### config.mk
export PLATFORM = sky130hd
export DESIGN_NAME = acc_drain_unit
export DESIGN_NICKNAME = d
export VERILOG_FILES = /design/src/rtl/acc_drain_unit.sv
export SDC_FILE = /design/constraint.sdc
export NUM_CORES = 1
export LEC_CHECK = 0
export CAP_MARGIN = 20
export CORE_ASPECT_RATIO = 1.2
export CORE_MARGIN = 2
export CORE_UTILIZATION = 50
export CTS_CLUSTER_SIZE = 40
export DETAILED_ROUTE_END_ITERATION = 8
export GPL_TIMING_DRIVEN = 0
export PLACE_DENSITY = 0.77
export SYNTH_ARGS = -nofsm -noshare
export SYNTH_HDL_FRONTEND = slang
export SYNTH_SLANG_ARGS = --single-unit
export TNS_END_PERCENT = 30
### constraint.sdc
create_clock -name clk -period 4.65 [get_ports clk]
set_input_delay 0.93 -clock clk [delete_from_list [all_inputs] [get_ports clk]]
set_output_delay 0.93 -clock clk [all_outputs]
set_load 0.05 [all_outputs]
### src/rtl/acc_drain_unit.sv
// -----------------------------------------------------------------------------
// acc_drain_unit
//
// Streams the MATRIX_SIZE x MATRIX_SIZE accumulator array of the systolic
// module out on a valid/ready interface once a matrix product has finished.
// The accumulators are visited in row-major order through addr_acc. Each
// value is requantized by an arithmetic right shift and a signed saturation
// to OUT_WIDTH bits. When requested, a single-cycle acc_rst pulse clears the
// array after the final beat has been accepted.
//
// Ports:
//   clk          rising-edge clock
//   rst          asynchronous, active-high reset
//   start        drain request, only honoured while idle
//   shift_amt    right-shift amount, captured with start
//   clear_after  request an acc_rst pulse after the last beat, captured with start
//   addr_acc     accumulator select driven to the systolic module
//   acc_in       selected accumulator value (combinational in addr_acc)
//   acc_rst      single-cycle accumulator clear request
//   m_valid      output beat valid
//   m_ready      downstream accept
//   m_data       requantized element
//   m_last       marks the beat for the final accumulator
//   busy         high whenever a drain (or its clear) is in progress
//   done         single-cycle completion pulse
// -----------------------------------------------------------------------------
module acc_drain_unit #(
  parameter int MATRIX_SIZE    = 8,
  parameter int ACC_WIDTH      = 32,
  parameter int OUT_WIDTH      = 8,
  parameter int ACC_ADDR_WIDTH = $clog2(MATRIX_SIZE * MATRIX_SIZE),
  parameter int SHIFT_WIDTH    = $clog2(ACC_WIDTH)
) (
  input  logic                        clk,
  input  logic                        rst,
  input  logic                        start,
  input  logic [SHIFT_WIDTH-1:0]      shift_amt,
  input  logic                        clear_after,
  output logic [ACC_ADDR_WIDTH-1:0]   addr_acc,
  input  logic signed [ACC_WIDTH-1:0] acc_in,
  output logic                        acc_rst,
  output logic                        m_valid,
  input  logic                        m_ready,
  output logic signed [OUT_WIDTH-1:0] m_data,
  output logic                        m_last,
  output logic                        busy,
  output logic                        done
);

  localparam int NUM_ACC = MATRIX_SIZE * MATRIX_SIZE;
  localparam logic [ACC_ADDR_WIDTH-1:0] LAST_ADDR = ACC_ADDR_WIDTH'(NUM_ACC - 1);

  // Saturation bounds expressed at accumulator width so the comparison is
  // done on the full shifted value.
  localparam logic signed [ACC_WIDTH-1:0] OUT_MAX =
    {{(ACC_WIDTH-OUT_WIDTH+1){1'b0}}, {(OUT_WIDTH-1){1'b1}}};
  localparam logic signed [ACC_WIDTH-1:0] OUT_MIN =
    {{(ACC_WIDTH-OUT_WIDTH+1){1'b1}}, {(OUT_WIDTH-1){1'b0}}};

  typedef enum logic [1:0] {
    S_IDLE  = 2'd0,
    S_DRAIN = 2'd1,
    S_FLUSH = 2'd2,
    S_CLEAR = 2'd3
  } state_t;

  // Arithmetic right shift; truncates toward -inf, no rounding.
  function automatic logic signed [ACC_WIDTH-1:0] shift_acc(
    input logic signed [ACC_WIDTH-1:0] value,
    input logic [SHIFT_WIDTH-1:0]      amount
  );
    return value >>> amount;
  endfunction

  // Clamp a full-width signed value into the signed OUT_WIDTH range.
  function automatic logic signed [OUT_WIDTH-1:0] sat_out(
    input logic signed [ACC_WIDTH-1:0] value
  );
    logic signed [ACC_WIDTH-1:0] clamped;
    if (value > OUT_MAX) begin
      clamped = OUT_MAX;
    end else if (value < OUT_MIN) begin
      clamped = OUT_MIN;
    end else begin
      clamped = value;
    end
    return clamped[OUT_WIDTH-1:0];
  endfunction

  state_t                        state_q,   state_d;
  logic [ACC_ADDR_WIDTH-1:0]     addr_q,    addr_d;
  logic [SHIFT_WIDTH-1:0]        shift_q,   shift_d;
  logic                          clear_q,   clear_d;
  logic                          valid_q,   valid_d;
  logic signed [OUT_WIDTH-1:0]   data_q,    data_d;
  logic                          last_q,    last_d;
  logic                          done_q,    done_d;
  logic                          acc_rst_q, acc_rst_d;

  // The output register may take a new beat when it is empty or when its
  // current beat is being handed over in this same cycle.
  logic out_free;
  assign out_free = ~valid_q | m_ready;

  // ---------------------------------------------------------------------------
  // Next-state and output-register logic
  // ---------------------------------------------------------------------------
  always_comb begin
    state_d   = state_q;
    addr_d    = addr_q;
    shift_d   = shift_q;
    clear_d   = clear_q;
    valid_d   = valid_q;
    data_d    = data_q;
    last_d    = last_q;
    done_d    = 1'b0;
    acc_rst_d = 1'b0;

    unique case (state_q)
      S_IDLE: begin
        if (start) begin
          shift_d = shift_amt;
          clear_d = clear_after;
          addr_d  = '0;
          state_d = S_DRAIN;
        end
      end

      S_DRAIN: begin
        if (out_free) begin
          data_d  = sat_out(shift_acc(acc_in, shift_q));
          valid_d = 1'b1;
          last_d  = (addr_q == LAST_ADDR);
          // addr_acc stays on the final index once it has been read.
          if (addr_q == LAST_ADDR) begin
            state_d = S_FLUSH;
          end else begin
            addr_d = addr_q + 1'b1;
          end
        end
      end

      S_FLUSH: begin
        if (valid_q && m_ready) begin
          valid_d = 1'b0;
          last_d  = 1'b0;
          if (clear_q) begin
            // acc_rst is registered, so it is high for exactly the CLEAR cycle.
            acc_rst_d = 1'b1;
            state_d   = S_CLEAR;
          end else begin
            done_d  = 1'b1;
            state_d = S_IDLE;
          end
        end
      end

      S_CLEAR: begin
        done_d  = 1'b1;
        state_d = S_IDLE;
      end

      default: begin
        state_d = S_IDLE;
      end
    endcase
  end

  // ---------------------------------------------------------------------------
  // State and output registers
  // ---------------------------------------------------------------------------
  always_ff @(posedge clk or posedge rst) begin
    if (rst) begin
      state_q   <= S_IDLE;
      addr_q    <= '0;
      shift_q   <= '0;
      clear_q   <= 1'b0;
      valid_q   <= 1'b0;
      data_q    <= '0;
      last_q    <= 1'b0;
      done_q    <= 1'b0;
      acc_rst_q <= 1'b0;
    end else begin
      state_q   <= state_d;
      addr_q    <= addr_d;
      shift_q   <= shift_d;
      clear_q   <= clear_d;
      valid_q   <= valid_d;
      data_q    <= data_d;
      last_q    <= last_d;
      done_q    <= done_d;
      acc_rst_q <= acc_rst_d;
    end
  end

  assign addr_acc = addr_q;
  assign m_valid  = valid_q;
  assign m_data   = data_q;
  assign m_last   = last_q;
  assign acc_rst  = acc_rst_q;
  assign done     = done_q;
  // done is registered on the transition into IDLE, so busy drops exactly
  // when done rises.
  assign busy     = (state_q != S_IDLE);

endmodule

# After elaboration in Yosys (flattened, before gate mapping)
# Index checks and enable logic that the tools add are counted.
# op_classes
n_addsub	1
n_mul	0
n_div	0
order_cmp	2
n_eq_ne	9
n_shift	1
muxes	23
bitwise	2
reduce_logical	10
# op_table
op	count
greater-than comparator 32 x 8 -> 1 bit, second input constant	1
less-than comparator 32 x 8 -> 1 bit, second input constant	1
>>> shifter 32 x 5 -> 32 bit	1
2-to-1 mux 6 bit	3
2-to-1 mux 8 bit	2
case mux 6 bit (2 select lines)	1
2-to-1 mux 2 bit	5
!= test 2 bit, second input constant	5
2-to-1 mux 1 bit	8
case mux 2 bit (4 select lines)	1
AND reduction 4 bit	2
adder 6 x 1 -> 6 bit, second input constant	1
equality test 6 bit, second input constant	1
case mux 1 bit (2 select lines)	3
nonzero test 2 bit	3
equality test 2 bit, second input constant	2
AND reduction 2 bit	2
AND reduction 3 bit	1
equality test 2 x 1 -> 1 bit, second input constant	1
zero test 2 bit	1
logical AND 1 bit	1
inverter 1 bit	1
bitwise OR 1 bit	1
# word_totals
ff_bits	26
latch_bits	0
ramBits	0
romBits	0
input_bits	42
word_cells	57
n_memories	0

# Logic depth before layout (Yosys ltp)
# Gate-level depths: netlist of run 1.
# logic_depth
ltp_word	4
depth_mapped	12

# Worst setup path before layout of run 1
# Ideal clock, no wire load.
# synth_timing
path_kind	input to register
startpoint	input acc_in[18]
endpoint	register data_q[3] (netlist: m_data[3])
setup_ps	134
t_arrival_ps	3549
path_slack_ps	967
stages	9
path_buffers	1
cell_sequence	mux4_1 -> mux2_2 -> mux4_2 -> or4_1 -> nor4_1 -> a32o_2 -> and3_1 -> buf_6 -> a311oi_1
# synth_between
elab_chain_cells	4
# synth_lines
element	line_no	rtl
start: declaration	40	input logic signed [ACC_WIDTH-1:0] acc_in,
>>> shifter 32 x 5 -> 32 bit (*)	72	return value >>> amount;
less-than comparator 32 x 8 -> 1 bit	82	end else if (value < OUT_MIN) begin
2-to-1 mux 8 bit	82	
2-to-1 mux 8 bit (*)	80	if (value > OUT_MAX) begin
end signal: assignment	189	data_q <= data_d;
end: declaration	95	logic signed [OUT_WIDTH-1:0] data_q, data_d;
# Every way passes the cells marked *; elsewhere a longest branch is shown, timed or not.
# A chain may end at the register's enable or synchronous reset.

# Worst setup path after layout of run 1
# layout_timing
startpoint	input acc_in[14]
endpoint	register data_q[4] (netlist: m_data[4])
# The elaborated chain is that of the path after synthesis.

==> results of run 1 <==
==> Yosys cell counts (7+ instances only) <==
| library cell | n | area (um2) |
|---|---|---|
| nor2_1 | 39 | 146 |
| mux4_2 | 21 | 473 |
| mux2_2 | 20 | 225 |
| a211oi_1 | 10 | 75.1 |
| mux2i_1 | 27 | 270 |
| nand2_1 | 39 | 146 |
| o21ai_0 | 17 | 85.1 |
| a21oi_1 | 14 | 70.1 |
| inv_1 | 7 | 26.3 |
| dfrtp_1 | 26 | 651 |
| mux4_1 | 7 | 184 |
| clkbuf_1 | 17 | 63.8 |
==> registers in the layout, indices dropped and copies added, names as in the netlist <==
| register | count |
|---|---|
| state_q | 2 |
| done | 1 |
| m_last | 1 |
| clear_q | 1 |
| addr_acc | 6 |
| m_valid | 1 |
| shift_q | 5 |
| acc_rst | 1 |
| m_data | 8 |
==> power breakdown <==
| part | internal [mW] | switching (mW) |
|---|---|---|
| logic | 0.732 | 1.06 |
| registers | 0.299 | 0.0683 |
| clock network | 0.0756 | 0.0692 |
| total | 1.11 | 1.20 |
==> routing by layer <==
layer  part of all wire (%)  vias to the layer above  routed length (um)  global-route usage, %
li1                       -                     1414                   -                      -
met1                     41                     1433                3820                   34.6
met2                     51                      132                4750                   52.0
met3                    4.2                       27                 398                   1.90
met4                    4.4                        0                 412                   12.6
met5                      0                        -                   0                      0
==> final cells by class <==
class                      count  share of cell area (%)
sequential                    26                    17.1
tap                           82                    2.70
clock buffer                   4                    1.45
multi-input combinational    270                    58.8
timing repair buffer          59                    15.5
buffer                        30                    3.62
inverter                       8                   0.790
==> per-stage QoR <==
step | power, mW | hold slack, ns
after floorplan | 1.64 | 0.517
after CTS | 2.28 | 0.516
after global routing | 2.45 | 0.556
after detailed placement | 2.13 | 0.496
final | 2.31 | 0.513
after global placement | 2.13 | 0.489
==> logic make-up (layout without fill, tap and decap cells) <==
group | count (synthesis) | after routing | synth area share, %
xor gates and xnor gates | 3 | 3 | 0.861
muxes | 75 | 75 | 37.7
adders and majority gates | 1 | 1 | 0.410
DFF | 26 | 26 | 21.3
buffers and inverters | 38 | 101 | 5.49
AOI/OAI and AO/OA | 74 | 74 | 16.4
and+or+nand+nor | 117 | 117 | 17.7
==> critical path: stages <==
cell and delay [ns]:
clkdlybuf4s50_1 0.46, mux4_1 0.63, mux2_2 0.33, mux4_2 0.48, or4_1 0.54, nor4_1 0.31, a32o_2 0.33, and3_1 0.19
buf_6 0.12, a311oi_1 0.05
==> path summary, 6_finish.rpt <==
kind / end / slack [ns]
min in group asynchronous: shift_q[0] / 1.18
setup reg to reg: m_data[4] / 0.81
setup / recovery: m_data[4] / 0.42
max in group asynchronous: shift_q[4] / 2.89
hold / removal: m_data[7] / 0.51
hold reg to reg: m_data[7] / 0.51
==> run_results.csv, run 1 <==
group,metric,value,unit
clocking,cts.sinks,26,
logic_synthesis,syn_nets,377,
sta,finalWorstSetupSlack,0.420,ns
grt,grt_pass1_vias,2894,
sta,skew,0.00772,ns
layout,utilization,63.6,%
clocking,cts_buffers,3,
worst_hold_path,worstHoldPathType,"flop to flop",
sta,rsz0062_at_grt,"false",
drt,routed_wl,9380,um
sta,slew_headroom,36.6,%
clocking,htreeDepth,1,
clocking,clock_latency,0.27,ns
logic_synthesis,synth_edf_count,0,
setup_path,reg2reg_from,"shift_q[0]",
placed_design,place_inst,475,
die,dieArea,0.00675,mm2
placed_design,io_buffers,59,
setup_path,startpoint,"acc_in[14]",
logic_synthesis,ys_ff_latch,26,
logic_synthesis,syn-cell-area,0.00305,mm2
drt,drcViolationCount,0,
clocking,post_cts_buffers,0,
layout,syn_to_final_growth,24.5,%
logic_synthesis,synth_async_sr_flop_share,100,%
logic_synthesis,yosysSeqAreaShare,21.3,%
layout,multi_input_area,0.00223,mm2
drt,ant_nets,0,
setup_path,required,4.79,ns
setup_path,critPathKind,"input pin to flop",
layout,fin_area,0.00380,mm2
layout,antenna_cells,0,
die,fp.dieW,75.3,um
worst_hold_path,min_from,"m_data[7]",
sta,tightest_slew,0.950,ns
logic_synthesis,avgSynthCellArea,9.14,um2
pwr,peakVddDrop,0.324,mV
die,rows,31,
drt,via_count,3006,
sta,min_period_over_period,91.0,%
grt,antenna_found_initial,0,
die,pin_count,61,
grt,grt_max_degree,27,
flow_run,drv_cap,0,
layout,layout_commonest_cell,"clkdlybuf4s50_1",
setup_path,path_max_fanout,8,
setup_path,worstPathArrival,4.37,ns
outcome,outcome,"completed",
grt,grt_pass1_wl,14700,um
drt,routed_via_density,6.28,
grt,grt_use_total,28.7,%
layout,final_cell_mix,"59 x clkdlybuf4s50_1, 39 x nor2_1, 39 x nand2_1",
sta,drv_slew,0,
layout,nFillCells,535,
die,start_util,51.1,%
clocking,cts_resized,0,
placed_design,dp_hpwl,7490,um
setup_path,worstSetupEndpointType,"flop",
sta,fin_tns_setup,0,ns
drt,wl_per_cell,19.6,um
drt,first_pass_iters,4,
die,die_y,89.6,um
layout,drive_gt1_share,13.9,%
logic_synthesis,netlist_instances,334,
clocking,tritoncts,"yes",
placed_design,dpl-instance-area,0.00375,mm2
setup_path,critPathLaunchType,"input pin",
layout,fin_nets,441,
sta,hold_viol,0,
clocking,cts_root_buf,"clkbuf_8",
pwr,power_density,607,mW/mm2
die,core_area,0.00597,mm2
clocking,clk_pin_slew,0.08,ns
logic_synthesis,synthDistinctLibCells,52,
layout,fin_cells,479,
drt,drtIter0Drc,160,
logic_synthesis,yosysWarnings,0,
sta,timing.fmax,236,MHz
setup_path,r2r_cells,10,
placed_design,gp_congestion,0.987,
layout,seq_area,651,um2
sta,setup_violations,0,
logic_synthesis,yosys_most_used_dff,"dfrtp_1",
clocking,cts_max_path_buffers,2,
sta,post-route-min-period,4.23,ns
clocking,cts_hold_buf,0,
grt,grt.overflow.total,0,
pwr,p_leak,1.48,nW
worst_hold_path,hold_depth,1,
placed_design,dp_worst_setup_slack,0.191,ns
(Power assumes the default switching activity.)
==> inputs of run 2 (changes only) <==
--- a/config.mk
+++ b/config.mk
@@ -12,7 +12,7 @@
 export CTS_CLUSTER_SIZE = 40
 export DETAILED_ROUTE_END_ITERATION = 8
 export GPL_TIMING_DRIVEN = 0
-export PLACE_DENSITY = 0.77
+export PLACE_DENSITY = 0.87
 export SYNTH_ARGS = -nofsm -noshare
 export SYNTH_HDL_FRONTEND = slang
 export SYNTH_SLANG_ARGS = --single-unit
==> run 2 against run 1 <==
  * Via count up 3.2%
  * Clock-buffer cell count unchanged
  * Fmax up 0.81%
  * First-iteration DRC count up 23%
  * Register-to-register slack better by 0.05 ns
  * Final area unchanged
  * Global-route usage down 0.97 points
  * Critical endpoint unchanged
==> run_results.csv, run 2 (synthesis gave the netlist of run 1 again) <==
group,metric,value,unit
setup_path,slowest_delay,0.63,ns
pwr,p_int,1.11,mW
sta,holdWs,0.509,ns
layout,layout_commonest_cell,"clkdlybuf4s50_1",
layout,syn_to_final_growth,24.5,%
layout,largest_reg_flops,8,
grt,antenna_found_initial,0,
setup_path,reg2reg_from,"shift_q[0]",
setup_path,crit_cells,10,
placed_design,gp_congestion,0.974,
setup_path,critPathKind,"input pin to flop",
worst_hold_path,worstHoldPathType,"flop to flop",
sta,min_period_over_period,90.2,%
layout,fin_cells,479,
pwr,p_sw,1.18,mW
pwr,switching_share,51.6,%
sta,slew_headroom,37.0,%
setup_path,startpoint,"acc_in[14]",
drt,routed_wl,9000,um
setup_path,endpoint,"m_data[4]",
drt,routed_via_density,6.47,
placed_design,place_inst,475,
sta,post-route-min-period,4.20,ns
setup_path,critPathLaunchType,"input pin",
pwr,total_power,2.29,mW
drt,met2RoutedLength,4470,um
setup_path,r2r_cells,10,
layout,antenna_cells,0,
setup_path,worstPathCellList,"clkdlybuf4s50_1 -> mux4_1 -> mux2_2 -> mux4_2 -> or4_1 -> nor4_1 -> a32o_2 -> and3_1 -> buf_6 -> a311oi_1",
flow_run,drv_cap,0,
drt,ant_nets,0,
layout,multi_input_area,0.00223,mm2
setup_path,worstSetupEndpointType,"flop",
layout,nFillCells,525,
layout,fin_nets,441,
drt,wl_met1,3420,um
drt,wl_per_cell,18.8,um
die,start_util,51.1,%
placed_design,io_buffers,59,
die,dieArea,0.00675,mm2
clocking,clock_latency,0.27,ns
layout,drive_gt1_share,13.9,%
pwr,power_density,602,mW/mm2
drt,wl_met3,613,um
sta,rsz0062_at_grt,"false",
pwr,clock_power_share,6.2,%
sta,skew,0.00570,ns
clocking,cts_buffers,3,
placed_design,dpl-instance-area,0.00375,mm2
setup_path,required,4.79,ns
grt,grt_pass1_wl,14300,um
layout,seq_area,651,um2
sta,drv_slew,0,
sta,setup_violations,0,
setup_path,path_max_fanout,8,
drt,via_count,3101,
drt,first_pass_iters,5,
die,rows,31,
die,core_area,0.00597,mm2
grt,grt.overflow.total,0,
die,fp.dieW,75.3,um
drt,top_layer_used,"met4",
die,pin_count,61,
die,die_y,89.6,um
clocking,cts_hold_buf,0,
setup_path,regToRegEndpoint,"m_data[4]",
grt,grt_use_total,27.8,%
setup_path,rrSetupSlack,0.86,ns
clocking,post_cts_buffers,0,
clocking,cts_root_buf,"clkbuf_8",
layout,final_cell_mix,"59 x clkdlybuf4s50_1, 39 x nor2_1, 39 x nand2_1",
sta,timing.fmax,238,MHz
setup_path,slowest_stage,"mux4_1",
drt,drtIter0Drc,197,
outcome,outcome,"completed",
clocking,clk_pin_slew,0.08,ns
pwr,peakVddDrop,0.303,mV
grt,grt_pass1_vias,2969,
setup_path,worstPathArrival,4.34,ns
pwr,p_leak,1.48,nW
sta,tightest_slew,0.943,ns
pwr,p_comb_share,77.8,%
clocking,htreeDepth,1,
clocking,cts.sinks,26,
clocking,tritoncts,"yes",
setup_path,critPathBufInv,2,
clocking,cts_resized,0,
grt,grt_max_degree,27,
layout,fin_area,0.00380,mm2
sta,hold_viol,0,
clocking,cts_max_path_buffers,2,
drt,drcViolationCount,0,
placed_design,dp_hpwl,7270,um
pwr,power_frac_seq,16.0,%
setup_path,critPathTopFamily,"multiplexers",
sta,fin_tns_setup,0,ns
==> run 2: cell counts in the layout (fill, tap and decap cells not counted) <==
No cell type changed its count.
==> run 2: stage by stage <==
stage,util (%),worst slack (ns)
floorplan,-,0.967
global placement,62.7,0.162
detailed placement,62.7,0.213
CTS,63.6,0.495
global route,63.6,0.347
finish,63.6,0.455
==> run 2: worst min path at each step <==
stage,start,end,slack [ns],depth (start not counted)
after floorplan,clear_q,clear_q,0.52,1
after global placement,m_data[7],m_data[7],0.49,1
after detailed placement,m_data[7],m_data[7],0.50,1
after CTS,m_data[7],m_data[7],0.51,1
after global routing,m_data[7],m_data[7],0.53,1
final,m_data[7],m_data[7],0.51,1
==> run 2: area by class of cell <==
cell class / instances / share of cell area (%)
buffer: 30 / 3.62
clock buffer: 4 / 1.45
inverter: 8 / 0.790
multi-input combinational: 270 / 58.8
sequential: 26 / 17.1
tap: 82 / 2.70
timing repair buffer: 59 / 15.5
==> run 2: routing by layer <==
metal | GRT usage [%] | up-vias
met4 | 15.9 | 0
met5 | 0 | -
met3 | 1.45 | 34
li1 | - | 1416
met1 | 33.9 | 1466
met2 | 48.2 | 185
==> run 2: power groups by stage <==
stage / Sequential (mW) / Clock (mW) / Combinational, mW
2_1_floorplan: 0.533 / 0 / 1.10
3_3_place_gp: 0.365 / 0 / 1.73
3_5_place_dp: 0.369 / 0 / 1.74
4_1_cts: 0.365 / 0.146 / 1.74
5_1_grt: 0.375 / 0.157 / 1.89
6_report: 0.365 / 0.143 / 1.78
==> inputs of run 3 (changes only) <==
--- a/config.mk
+++ b/config.mk
@@ -16,4 +16,4 @@
 export SYNTH_ARGS = -nofsm -noshare
 export SYNTH_HDL_FRONTEND = slang
 export SYNTH_SLANG_ARGS = --single-unit
-export TNS_END_PERCENT = 30
+export TNS_END_PERCENT = 10
==> results of run 3 <==
The final DEF is identical to that of run 2; final timing and power are the same.
